### src/rtl/mem_arbiter.sv
// Two-port (fetch / load-store) arbiter onto a single-outstanding memory interface.
// Define MEM_ARB_RR_EN for round-robin contention; otherwise the data port always wins.
module mem_arbiter (
  input  logic        clk,
  input  logic        rst,
  input  logic        imem_valid,
  input  logic [31:0] imem_addr,
  output logic [31:0] imem_rdata,
  output logic        imem_ready,
  input  logic        dmem_valid,
  input  logic [31:0] dmem_addr,
  input  logic [31:0] dmem_wdata,
  input  logic [3:0]  dmem_wstrb,
  output logic [31:0] dmem_rdata,
  output logic        dmem_ready,
  output logic        memory_valid,
  output logic        memory_instr,
  output logic [31:0] memory_addr,
  output logic [31:0] memory_wdata,
  output logic [3:0]  memory_wstrb,
  input  logic [31:0] memory_rdata,
  input  logic        memory_ready
);

  typedef enum logic [0:0] {IDLE = 1'b0, WAIT = 1'b1} state_t;

  state_t      state_r, state_s;
  logic        ipend_r, dpend_r;
  logic [31:0] iaddr_r, daddr_r, dwdata_r;
  logic [3:0]  dwstrb_r;
  logic        owner_instr_r;
`ifdef MEM_ARB_RR_EN
  logic        last_instr_r;
`endif

  logic        i_fly_s, d_fly_s, i_live_s, d_live_s, i_cand_s, d_cand_s;
  logic        done_s, can_issue_s, grant_i_s, grant_d_s, issue_s;
  logic [31:0] i_addr_sel_s, d_addr_sel_s, d_wdata_sel_s;
  logic [3:0]  d_wstrb_sel_s;

  // Candidate and grant selection; a live valid is ignored while its port is pending or in flight
  always_comb begin
    i_fly_s     = (state_r == WAIT) && owner_instr_r;
    d_fly_s     = (state_r == WAIT) && !owner_instr_r;
    i_live_s    = imem_valid && !ipend_r && !i_fly_s;
    d_live_s    = dmem_valid && !dpend_r && !d_fly_s;
    i_cand_s    = ipend_r || i_live_s;
    d_cand_s    = dpend_r || d_live_s;
    done_s      = (state_r == WAIT) && memory_ready;
    can_issue_s = (state_r == IDLE) || done_s;
    grant_i_s   = 1'b0;
    grant_d_s   = 1'b0;
    if (can_issue_s) begin
      if (i_cand_s && d_cand_s) begin
`ifdef MEM_ARB_RR_EN
        grant_i_s = !last_instr_r;
        grant_d_s = last_instr_r;
`else
        grant_d_s = 1'b1;
`endif
      end else if (d_cand_s) begin
        grant_d_s = 1'b1;
      end else if (i_cand_s) begin
        grant_i_s = 1'b1;
      end else begin
        grant_i_s = 1'b0;
      end
    end else begin
      grant_i_s = 1'b0;
    end
    issue_s       = grant_i_s || grant_d_s;
    i_addr_sel_s  = ipend_r ? iaddr_r  : imem_addr;
    d_addr_sel_s  = dpend_r ? daddr_r  : dmem_addr;
    d_wdata_sel_s = dpend_r ? dwdata_r : dmem_wdata;
    d_wstrb_sel_s = dpend_r ? dwstrb_r : dmem_wstrb;
  end

  // Next-state logic
  always_comb begin
    state_s = state_r;
    case (state_r)
      IDLE:    state_s = issue_s ? WAIT : IDLE;
      WAIT:    begin
        if (done_s) begin
          state_s = issue_s ? WAIT : IDLE;
        end else begin
          state_s = WAIT;
        end
      end
      default: state_s = IDLE;
    endcase
  end

  // State register
  always_ff @(posedge clk or posedge rst) begin
    if (rst) state_r <= IDLE;
    else     state_r <= state_s;
  end

  // Pending latches, ownership and registered outputs
  always_ff @(posedge clk or posedge rst) begin
    if (rst) begin
      ipend_r       <= 1'b0;
      dpend_r       <= 1'b0;
      iaddr_r       <= 32'd0;
      daddr_r       <= 32'd0;
      dwdata_r      <= 32'd0;
      dwstrb_r      <= 4'd0;
      owner_instr_r <= 1'b0;
`ifdef MEM_ARB_RR_EN
      last_instr_r  <= 1'b1;
`endif
      memory_valid  <= 1'b0;
      memory_instr  <= 1'b0;
      memory_addr   <= 32'd0;
      memory_wdata  <= 32'd0;
      memory_wstrb  <= 4'd0;
      imem_ready    <= 1'b0;
      imem_rdata    <= 32'd0;
      dmem_ready    <= 1'b0;
      dmem_rdata    <= 32'd0;
    end else begin
      if (grant_i_s) begin
        ipend_r <= 1'b0;
      end else if (i_live_s) begin
        ipend_r <= 1'b1;
        iaddr_r <= imem_addr;
      end
      if (grant_d_s) begin
        dpend_r <= 1'b0;
      end else if (d_live_s) begin
        dpend_r  <= 1'b1;
        daddr_r  <= dmem_addr;
        dwdata_r <= dmem_wdata;
        dwstrb_r <= dmem_wstrb;
      end
      memory_valid <= issue_s;
      if (grant_i_s) begin
        memory_instr <= 1'b1;
        memory_addr  <= i_addr_sel_s;
        memory_wdata <= 32'd0;
        memory_wstrb <= 4'd0;
      end else if (grant_d_s) begin
        memory_instr <= 1'b0;
        memory_addr  <= d_addr_sel_s;
        memory_wdata <= d_wdata_sel_s;
        memory_wstrb <= d_wstrb_sel_s;
      end
      if (issue_s) begin
        owner_instr_r <= grant_i_s;
`ifdef MEM_ARB_RR_EN
        last_instr_r  <= grant_i_s;
`endif
      end
      imem_ready <= done_s && owner_instr_r;
      dmem_ready <= done_s && !owner_instr_r;
      if (done_s && owner_instr_r)  imem_rdata <= memory_rdata;
      if (done_s && !owner_instr_r) dmem_rdata <= memory_rdata;
    end
  end

endmodule

### config.mk
export PLATFORM = sky130hd
export DESIGN_NAME = mem_arbiter
export DESIGN_NICKNAME = d
export VERILOG_FILES = /design/src/rtl/mem_arbiter.sv
export SDC_FILE = /design/constraint.sdc
export NUM_CORES = 1
export LEC_CHECK = 0
export ABC_CLOCK_PERIOD_IN_PS = 8100
export BUFFER_PORTS_ARGS = -buffer_cell sky130_fd_sc_hd__buf_2
export CAP_MARGIN = 0
export CORE_MARGIN = 3
export CORE_UTILIZATION = 31
export DETAILED_ROUTE_END_ITERATION = 10
export PLACE_DENSITY = 0.59
export SLEW_MARGIN = 10
export SYNTH_ARGS = -nofsm -noshare
export SYNTH_HDL_FRONTEND = slang
export SYNTH_SLANG_ARGS = --single-unit
### constraint.sdc
create_clock -name clk -period 8.1 [get_ports clk]
set_input_delay 1.62 -clock clk [delete_from_list [all_inputs] [get_ports clk]]
set_output_delay 1.62 -clock clk [all_outputs]
set_load 0.01 [all_outputs]
# Yosys cells after proc, flatten, opt, wreduce, memory -nomap -nowiden
# Cells that the tools add are included.
dict set report word_totals {
  out_inout_bits 136
  in_bits 137
  regBits 240
  word_cells 70
}
dict set report op_classes {
  reduce_logical 24
  n_bitwise 3
  n_mux 26
}
# operator count
set ops {}
lappend ops {{$mux W32} 7}
lappend ops {{$mux W1} 15}
lappend ops {{$mux W4} 3}
lappend ops {{$logic_and A1 B1 Y1} 10}
lappend ops {{$reduce_bool A2 Y1} 3}
lappend ops {{$logic_not A1 Y1} 5}
lappend ops {{$logic_or A1 B1 Y1} 4}
lappend ops {{$reduce_and A2 Y1} 2}
lappend ops {{$not A1 Y1} 3}
lappend ops {{$pmux W1 S2} 1}

# Longest topological paths before layout
# Gate-level depths: netlist of run 1.
dict set report logic_depth {
  depth_word 12
  ltp_mapped 7
  depth_no_buf 4
}

# Least setup slack after synthesis of run 1
# No wires, ideal clock.
dict set report synth_timing {
  path_kind {input -> register}
  start {input port imem_valid}
  end {register iaddr_r[0]}
  cell_stages 6
  setup_slack_ps 5237
  t_arrival_ps 2736
  setup_time_ps 127
  path_buffers 2
  cell_sequence {a21boi_2 -> nor2b_1 -> buf_2 -> a21boi_4 -> buf_6 -> mux2_1}
}
dict set report synth_via {
  elab_chain_cells 9
  elab_cells_between_ends 10
}
# element line_no
set synth_lines {}
lappend synth_lines {{from (decl)} 6} ;# input logic imem_valid,
lappend synth_lines {{$logic_and A1 B1 Y1 * (2 in a row)} 45} ;# i_live_s = imem_valid && !ipend_r && !i_fly_s;
lappend synth_lines {{$logic_or A1 B1 Y1} 47} ;# i_cand_s = ipend_r || i_live_s;
lappend synth_lines {{$mux W1} 63} ;# end else if (i_cand_s) begin
lappend synth_lines {{$mux W1} 61} ;# end else if (d_cand_s) begin
lappend synth_lines {{$mux W1} 54} ;# if (i_cand_s && d_cand_s) begin
lappend synth_lines {{$mux W1} 53} ;# if (can_issue_s) begin
lappend synth_lines {{$not A1 Y1 (no line)} n/a}
lappend synth_lines {{$reduce_and A2 Y1 (no line) *} n/a}
lappend synth_lines {{to (signal assigned)} 127} ;# iaddr_r <= imem_addr;
lappend synth_lines {{to (decl)} 29} ;# logic [31:0] iaddr_r, daddr_r, dwdata_r;
# Mark *: on every way between the ends. The rest lies on a longest branch, timed or not.
# A chain may end at the register's enable or synchronous reset.

# Worst setup path after layout of run 1
dict set report layout_timing {
  start {input port memory_ready}
  end {register dwdata_r[6]}
}
dict set report layout_via {
  elab_chain_cells 5
}
# element line_no
set layout_lines {}
lappend layout_lines {{from (decl)} 22} ;# input logic memory_ready
lappend layout_lines {{$logic_and A1 B1 Y1} 49} ;# done_s = (state_r == WAIT) && memory_ready;
lappend layout_lines {{$logic_or A1 B1 Y1} 50} ;# can_issue_s = (state_r == IDLE) || done_s;
lappend layout_lines {{$mux W1} 53}
lappend layout_lines {{$not A1 Y1 (no line)} n/a}
lappend layout_lines {{$reduce_and A2 Y1 (no line)} n/a}
lappend layout_lines {{to (signal assigned)} 134} ;# dwdata_r <= dmem_wdata;
lappend layout_lines {{to (decl)} 29}
# No other way between the ends.

==> results_dict.tcl, run 1 <==
set metrics [dict create \
    max-vdd-ir-drop_v 0.000212 \
    p_leak_uw 0.00583 \
    grt_pass1_wl_um 42800 \
    antenna_left 0 \
    power.total_uw 5290 \
    antenna_found_initial 5 \
    ys_ff_latch 239 \
    placed_area_sq_mm 0.0115 \
    rsz0062_at_grt "false" \
    holdBufCountCts 0 \
    synth_cells 724 \
    nets 1118 \
    root_buffer "clkbuf_16" \
    start_kind "input pin" \
    fin_area_sq_mm 0.0126 \
    synth_compound_area_share_pct 12.7 \
    port_buffers 272 \
    wl_per_cell_um 19.5 \
    synth_top_family_by_area "multiplexers" \
    vias 7052 \
    synth-seq-area-share_pct 60.9 \
    grt_overflow 0 \
    syn_area_sq_mm 0.00982 \
    place_congestion 0.716 \
    finalCritPeriodShare_pct 43.5 \
    hold_viol_final 0 \
    die_h_um 184 \
    drive_gt1_share_pct 44.7 \
    yosys.cell_types.count 31 \
    htreeDepth 1 \
    setup_viol 0 \
    maxCapViolations 0 \
    fin_skew_ns 0.0133 \
    layout_min_cycle_time_ns 3.53 \
    end_kind "flop" \
    grt_max_degree 165 \
    clk_pin_slew_ns 0.06 \
    layout_common_cells "272 x buf_2, 238 x dfrtp_1, 102 x mux2_2" \
    avgSynthCellArea_sq_um 13.6 \
    slew-limit-headroom_pct 30.9 \
    via_per_inst 5.04 \
    cts_tree "done" \
    synthXorXnorAreaFrac_pct 0 \
    power.density_cell_area_mw_per_mm2 420 \
    tns_ns 0 \
    tightest_slew_ns 1.04 \
    start_util_pct 31.8 \
    fp-row-count 64 \
    cp_max_fo 52 \
    firstDrtPassIters 5 \
    grt_pass1_vias 7317 \
    status "finished, final reports clean" \
    dieArea_sq_mm 0.0339 \
    clockBufferDepth 3 \
    postCtsSetupRepairBufs 0 \
    yosysWarnings 0 \
    slew_viol_final 0 \
    drcViolationCount 0 \
    syn_to_final_growth_pct 28.2 \
    clock_sinks 239 \
    synthAdderAreaFrac_pct 0 \
    syn_nets 861 \
    cts_buffers 28 \
    final_common_cell "buf_2" \
    clock_latency_ns 0.54 \
    coreArea_sq_mm 0.0309 \
    hold_path_class "flop to flop" \
    drt_iter0_drc 395 \
    detailed_place_hpwl_um 16900 \
    crit_type "input pin to flop" \
    synthMuxAreaShare_pct 18.8 \
    wirelength_um 27200 \
    track_usage_pct 15.8 \
    yosys.area_share.simple_pct 4.47 \
    dieWidth_um 184 \
    ios 273 \
    num_antenna_cells 0 \
    cts_resized 0 \
    worstPathArrival_ns 3.94 \
    fmax_mhz 283 \
    crit_required_ns 8.51 \
    nFillCells 2966 \
]
## flip-flops by register name, summed over array words and instances (netlist names), 4 cells and up
signal	flops
daddr_r	32
dmem_rdata	32
dwdata_r	32
iaddr_r	32
imem_rdata	32
memory_addr	32
memory_wdata	32
dwstrb_r	4
memory_wstrb	4
## critical path, stage by stage
cell and delay (ns):
buf_2 0.12, nand2b_2 0.20, nor3_4 0.77, buf_4 0.76, mux2_2 0.41
## area by class of cell
type                       count  area [sq um]  area share (%)
tap                          396           495            3.93
clock inverter                10           155            1.23
multi-input combinational    422          3580            28.4
inverter                       6          26.3           0.209
timing repair buffer         284          1480            11.8
clock buffer                  42           875            6.94
sequential                   239          5980            47.5
## power by group
part,total (uW),internal (uW),switching (uW)
logic,1830,853,977
registers,2090,1780,309
clock network,1370,869,505
## routing by layer
layer	part of all wire, %	GRT usage, %	routed length, um	up-vias
met1	43	21.0	11700	3593
met5	0.21	0	58	-
met4	2.0	3.11	534	10
met3	7.7	4.93	2110	46
met2	47	25.9	12800	213
li1	-	-	-	3190
## path summary, 6_finish.rpt
check / endpoint / slack, ns / from / cells past startpoint
worst max-delay path: dwdata_r[6]$_DFFE_PP0P_ / 4.57 / memory_ready / 5
min in group asynchronous: memory_valid$_DFF_PP0_ / 1.37 / rst / 3
worst max register to register: dwdata_r[6]$_DFFE_PP0P_ / 5.27 / memory_instr$_DFFE_PP0P_ / 4
max in group asynchronous: imem_rdata[11]$_DFFE_PP0P_ / 5.19 / rst / 4
worst min-delay path: dmem_rdata[3]$_DFFE_PP0P_ / 0.46 / dmem_rdata[3]$_DFFE_PP0P_ / 2
worst min register to register: dmem_rdata[3]$_DFFE_PP0P_ / 0.46 / dmem_rdata[3]$_DFFE_PP0P_ / 2
## Yosys cell counts, drive strengths merged
| library cell | instances | area [sq um] |
|---|---|---|
| nor2b | 1 | 6.26 |
| mux2i | 36 | 360 |
| nand2b | 2 | 12.5 |
| o21a | 2 | 15.0 |
| a21o | 1 | 7.51 |
| o21ai | 2 | 10.0 |
| dfrtp | 239 | 5980 |
| nor2 | 3 | 11.3 |
| clkinv | 1 | 3.75 |
| inv | 5 | 18.8 |
| nand3b | 1 | 7.51 |
| nor3 | 1 | 10.0 |
| o221ai | 32 | 280 |
| a21boi | 2 | 30.0 |
| a221oi | 32 | 280 |
| nand3 | 4 | 20.0 |
| clkbuf | 28 | 108 |
| o2111ai | 1 | 8.76 |
| mux2 | 132 | 1490 |
| o2bb2ai | 68 | 596 |
| a21oi | 3 | 18.8 |
| buf | 29 | 178 |
| nand2 | 99 | 372 |
## stage by stage
step           util (%)  instances  hold WS, ns  worst slack, ns
3_5_place_dp       37.3       1346        0.457             3.99
5_1_grt            40.7       1399        0.488             4.42
6_report           40.7       1399        0.465             4.57
3_3_place_gp       37.3       1346        0.453             3.98
2_1_floorplan         -        724        0.458             3.35
4_1_cts            40.6       1398        0.471             4.56
## kinds of logic (layout without fill, tap and decap cells)
logic type / after synthesis / count (layout)
flops: 239 / 239
mux: 168 / 168
compound gates: 143 / 143
simple gates: 111 / 111
buf+inv: 63 / 342
Note: power is estimated with default switching activity, not from simulation.
==> inputs of run 2 (changes only) <==
- ABC_CLOCK_PERIOD_IN_PS: 8100 -> 3050
- clock period: 8.1 -> 3.05 ns (I/O delays scaled with it)
==> run 2 against run 1 <==
Net effect:
- global-route usage is 0.16 points lower
- via count hardly changed
- core utilization is 0.26 points lower
- clock skew is 0.0016 ns lower
- cell count is 0.29% higher
- combinational power grew to 2.7 times the previous value
- critical path depth stayed put
- count of clock-buffer cells in the layout is 5 lower
- worst setup slack worse by 3.7 ns
- largest power group unchanged
- clock power is 130% higher
- cell area is 0.64% lower
==> results_dict.tcl, run 2 (synthesis gave the netlist of run 1 again) <==
set metrics [dict create \
    pwr-share-clk_pct 23.5 \
    htreeDepth 1 \
    fin_area_sq_mm 0.0125 \
    slew-limit-headroom_pct 40.4 \
    cp_max_fo 17 \
    status "finished, final reports clean" \
    crit_slowest_cell "a21o_1" \
    drt_iter0_drc 416 \
    clock_latency_ns 0.53 \
    final_common_cell "buf_2" \
    final.setup.worst_slack_ns 0.849 \
    root_buffer "clkbuf_16" \
    finalCritPeriodShare_pct 72.2 \
    fp-row-count 64 \
    rsz0062_at_grt "false" \
    crit_chain "nand2b_1, a21o_1, buf_4, a221oi_1, o2bb2ai_1" \
    end_kind "flop" \
    cts_buffers 27 \
    worstPathArrival_ns 2.64 \
    firstDrtPassIters 4 \
    antenna_left 0 \
    crit_buf_inv 1 \
    ios 273 \
    antenna_found_initial 6 \
    cts_tree "done" \
    start_util_pct 31.8 \
    die_h_um 184 \
    max-vdd-ir-drop_v 0.000604 \
    grt_pass1_vias 7417 \
    place_ws_ns 0.577 \
    syn_to_final_growth_pct 27.4 \
    grt_max_degree 107 \
    crit_required_ns 3.49 \
    fin_cells 1403 \
    p_comb_share_pct 35.7 \
    clk_pin_slew_ns 0.06 \
    grt_overflow 0 \
    via_per_inst 5.03 \
    crit_family "compound AO/OA/AOI/OAI gates" \
    track_usage_pct 15.7 \
    wirelength_um 26900 \
    start_kind "flop" \
    drive_gt1_share_pct 44.4 \
    switching_share_pct 34.6 \
    maxCapViolations 0 \
    vias 7056 \
    setup_viol 0 \
    holdWs_ns 0.284 \
    power_switching_uw 4730 \
    placedCellCount 1353 \
    placed_area_sq_mm 0.0116 \
    hold_path_class "input pin to flop" \
    fmax_mhz 454 \
    postCtsSetupRepairBufs 0 \
    fin_skew_ns 0.0117 \
    p_leak_uw 0.00579 \
    hold_viol_final 0 \
    nets 1124 \
    port_buffers 272 \
    r2r_slack_ns 0.85 \
    clockBufferDepth 3 \
    dieWidth_um 184 \
    grt_pass1_wl_um 42800 \
    layout_min_cycle_time_ns 2.20 \
    internal_power_uw 8950 \
    cpPeakStageDelay_ns 0.63 \
    crit_type "flop to flop" \
    wl_per_cell_um 19.2 \
    power.density_cell_area_mw_per_mm2 1090 \
    coreArea_sq_mm 0.0309 \
    slew_viol_final 0 \
    detailed_place_hpwl_um 17700 \
    dieArea_sq_mm 0.0339 \
    layout_common_cells "272 x buf_2, 238 x dfrtp_1, 102 x mux2_2" \
    tightest_slew_ns 0.893 \
    power.total_uw 13700 \
    seqPwrFrac_pct 40.9 \
    clock_sinks 239 \
    place_congestion 0.711 \
    drcViolationCount 0 \
]
-- run 2: changes by cell type in the layout (fill, tap and decap cells not counted), moves of 2 or more --
cell / change
buf_4: +4
clkbuf_16: -2
clkbuf_1: +2
buf_12: +3
bufinv_16: -2
diode_2: +2
clkbuf_8: -5
-- run 2: final cells by class --
class / instances / area (sq um)
Multi-Input combinational cell: 422 / 3570
Sequential cell: 239 / 5980
Inverter: 6 / 26.3
Clock buffer: 37 / 763
Antenna cell: 2 / 5.00
Tap cell: 396 / 495
Timing Repair Buffer: 291 / 1560
Fill cell: 2993 / 18400
Clock inverter: 10 / 110
-- run 2: power by group through the flow --
stage	Combinational, uW	Clock [uW]	Sequential [uW]
2_1_floorplan	2810	0	5830
3_3_place_gp	4870	0	5580
3_5_place_dp	4980	0	5620
4_1_cts	4980	3320	5600
5_1_grt	5400	3440	5800
6_report	4880	3210	5590
-- run 2: routing by layer --
metal | part of all wire (%) | global-route usage [%] | vias to the layer above
met4 | 1.8 | 3.05 | 8
met5 | 0.16 | 0 | -
met1 | 44 | 21.4 | 3549
met3 | 7.6 | 4.59 | 45
met2 | 46 | 25.1 | 232
li1 | - | - | 3222
-- run 2: final timing paths --
kind,startpoint,end,cells past startpoint
max,memory_instr$_DFFE_PP0P_,memory_addr[16]$_DFFE_PP0P_,5
min,memory_rdata[8],dmem_rdata[8]$_DFFE_PP0P_,3
max reg2reg,memory_instr$_DFFE_PP0P_,memory_addr[16]$_DFFE_PP0P_,5
min reg2reg,dmem_rdata[3]$_DFFE_PP0P_,dmem_rdata[3]$_DFFE_PP0P_,2
max in group asynchronous,rst,imem_rdata[18]$_DFFE_PP0P_,4
min in group asynchronous,rst,memory_addr[26]$_DFFE_PP0P_,3
-- run 2: metrics by stage --
step                utilization (%)  setup TNS, ns
finish                         40.5              0
floorplan                         -        -165.83
global placement               37.6              0
detailed placement             37.6              0
global route                   40.5              0
CTS                            40.5              0
-- run 2: tightest hold or removal path: stages --
cell	delay, ns
buf_2	0.08
nand2_1	0.04
nand2_1	0.04
-- run 2: what timing repair did --
item | in CTS | in global routing
gates resized for setup | 0 | 0
hold endpoints to repair | 2 | 0
hold buffers | 1 | 0
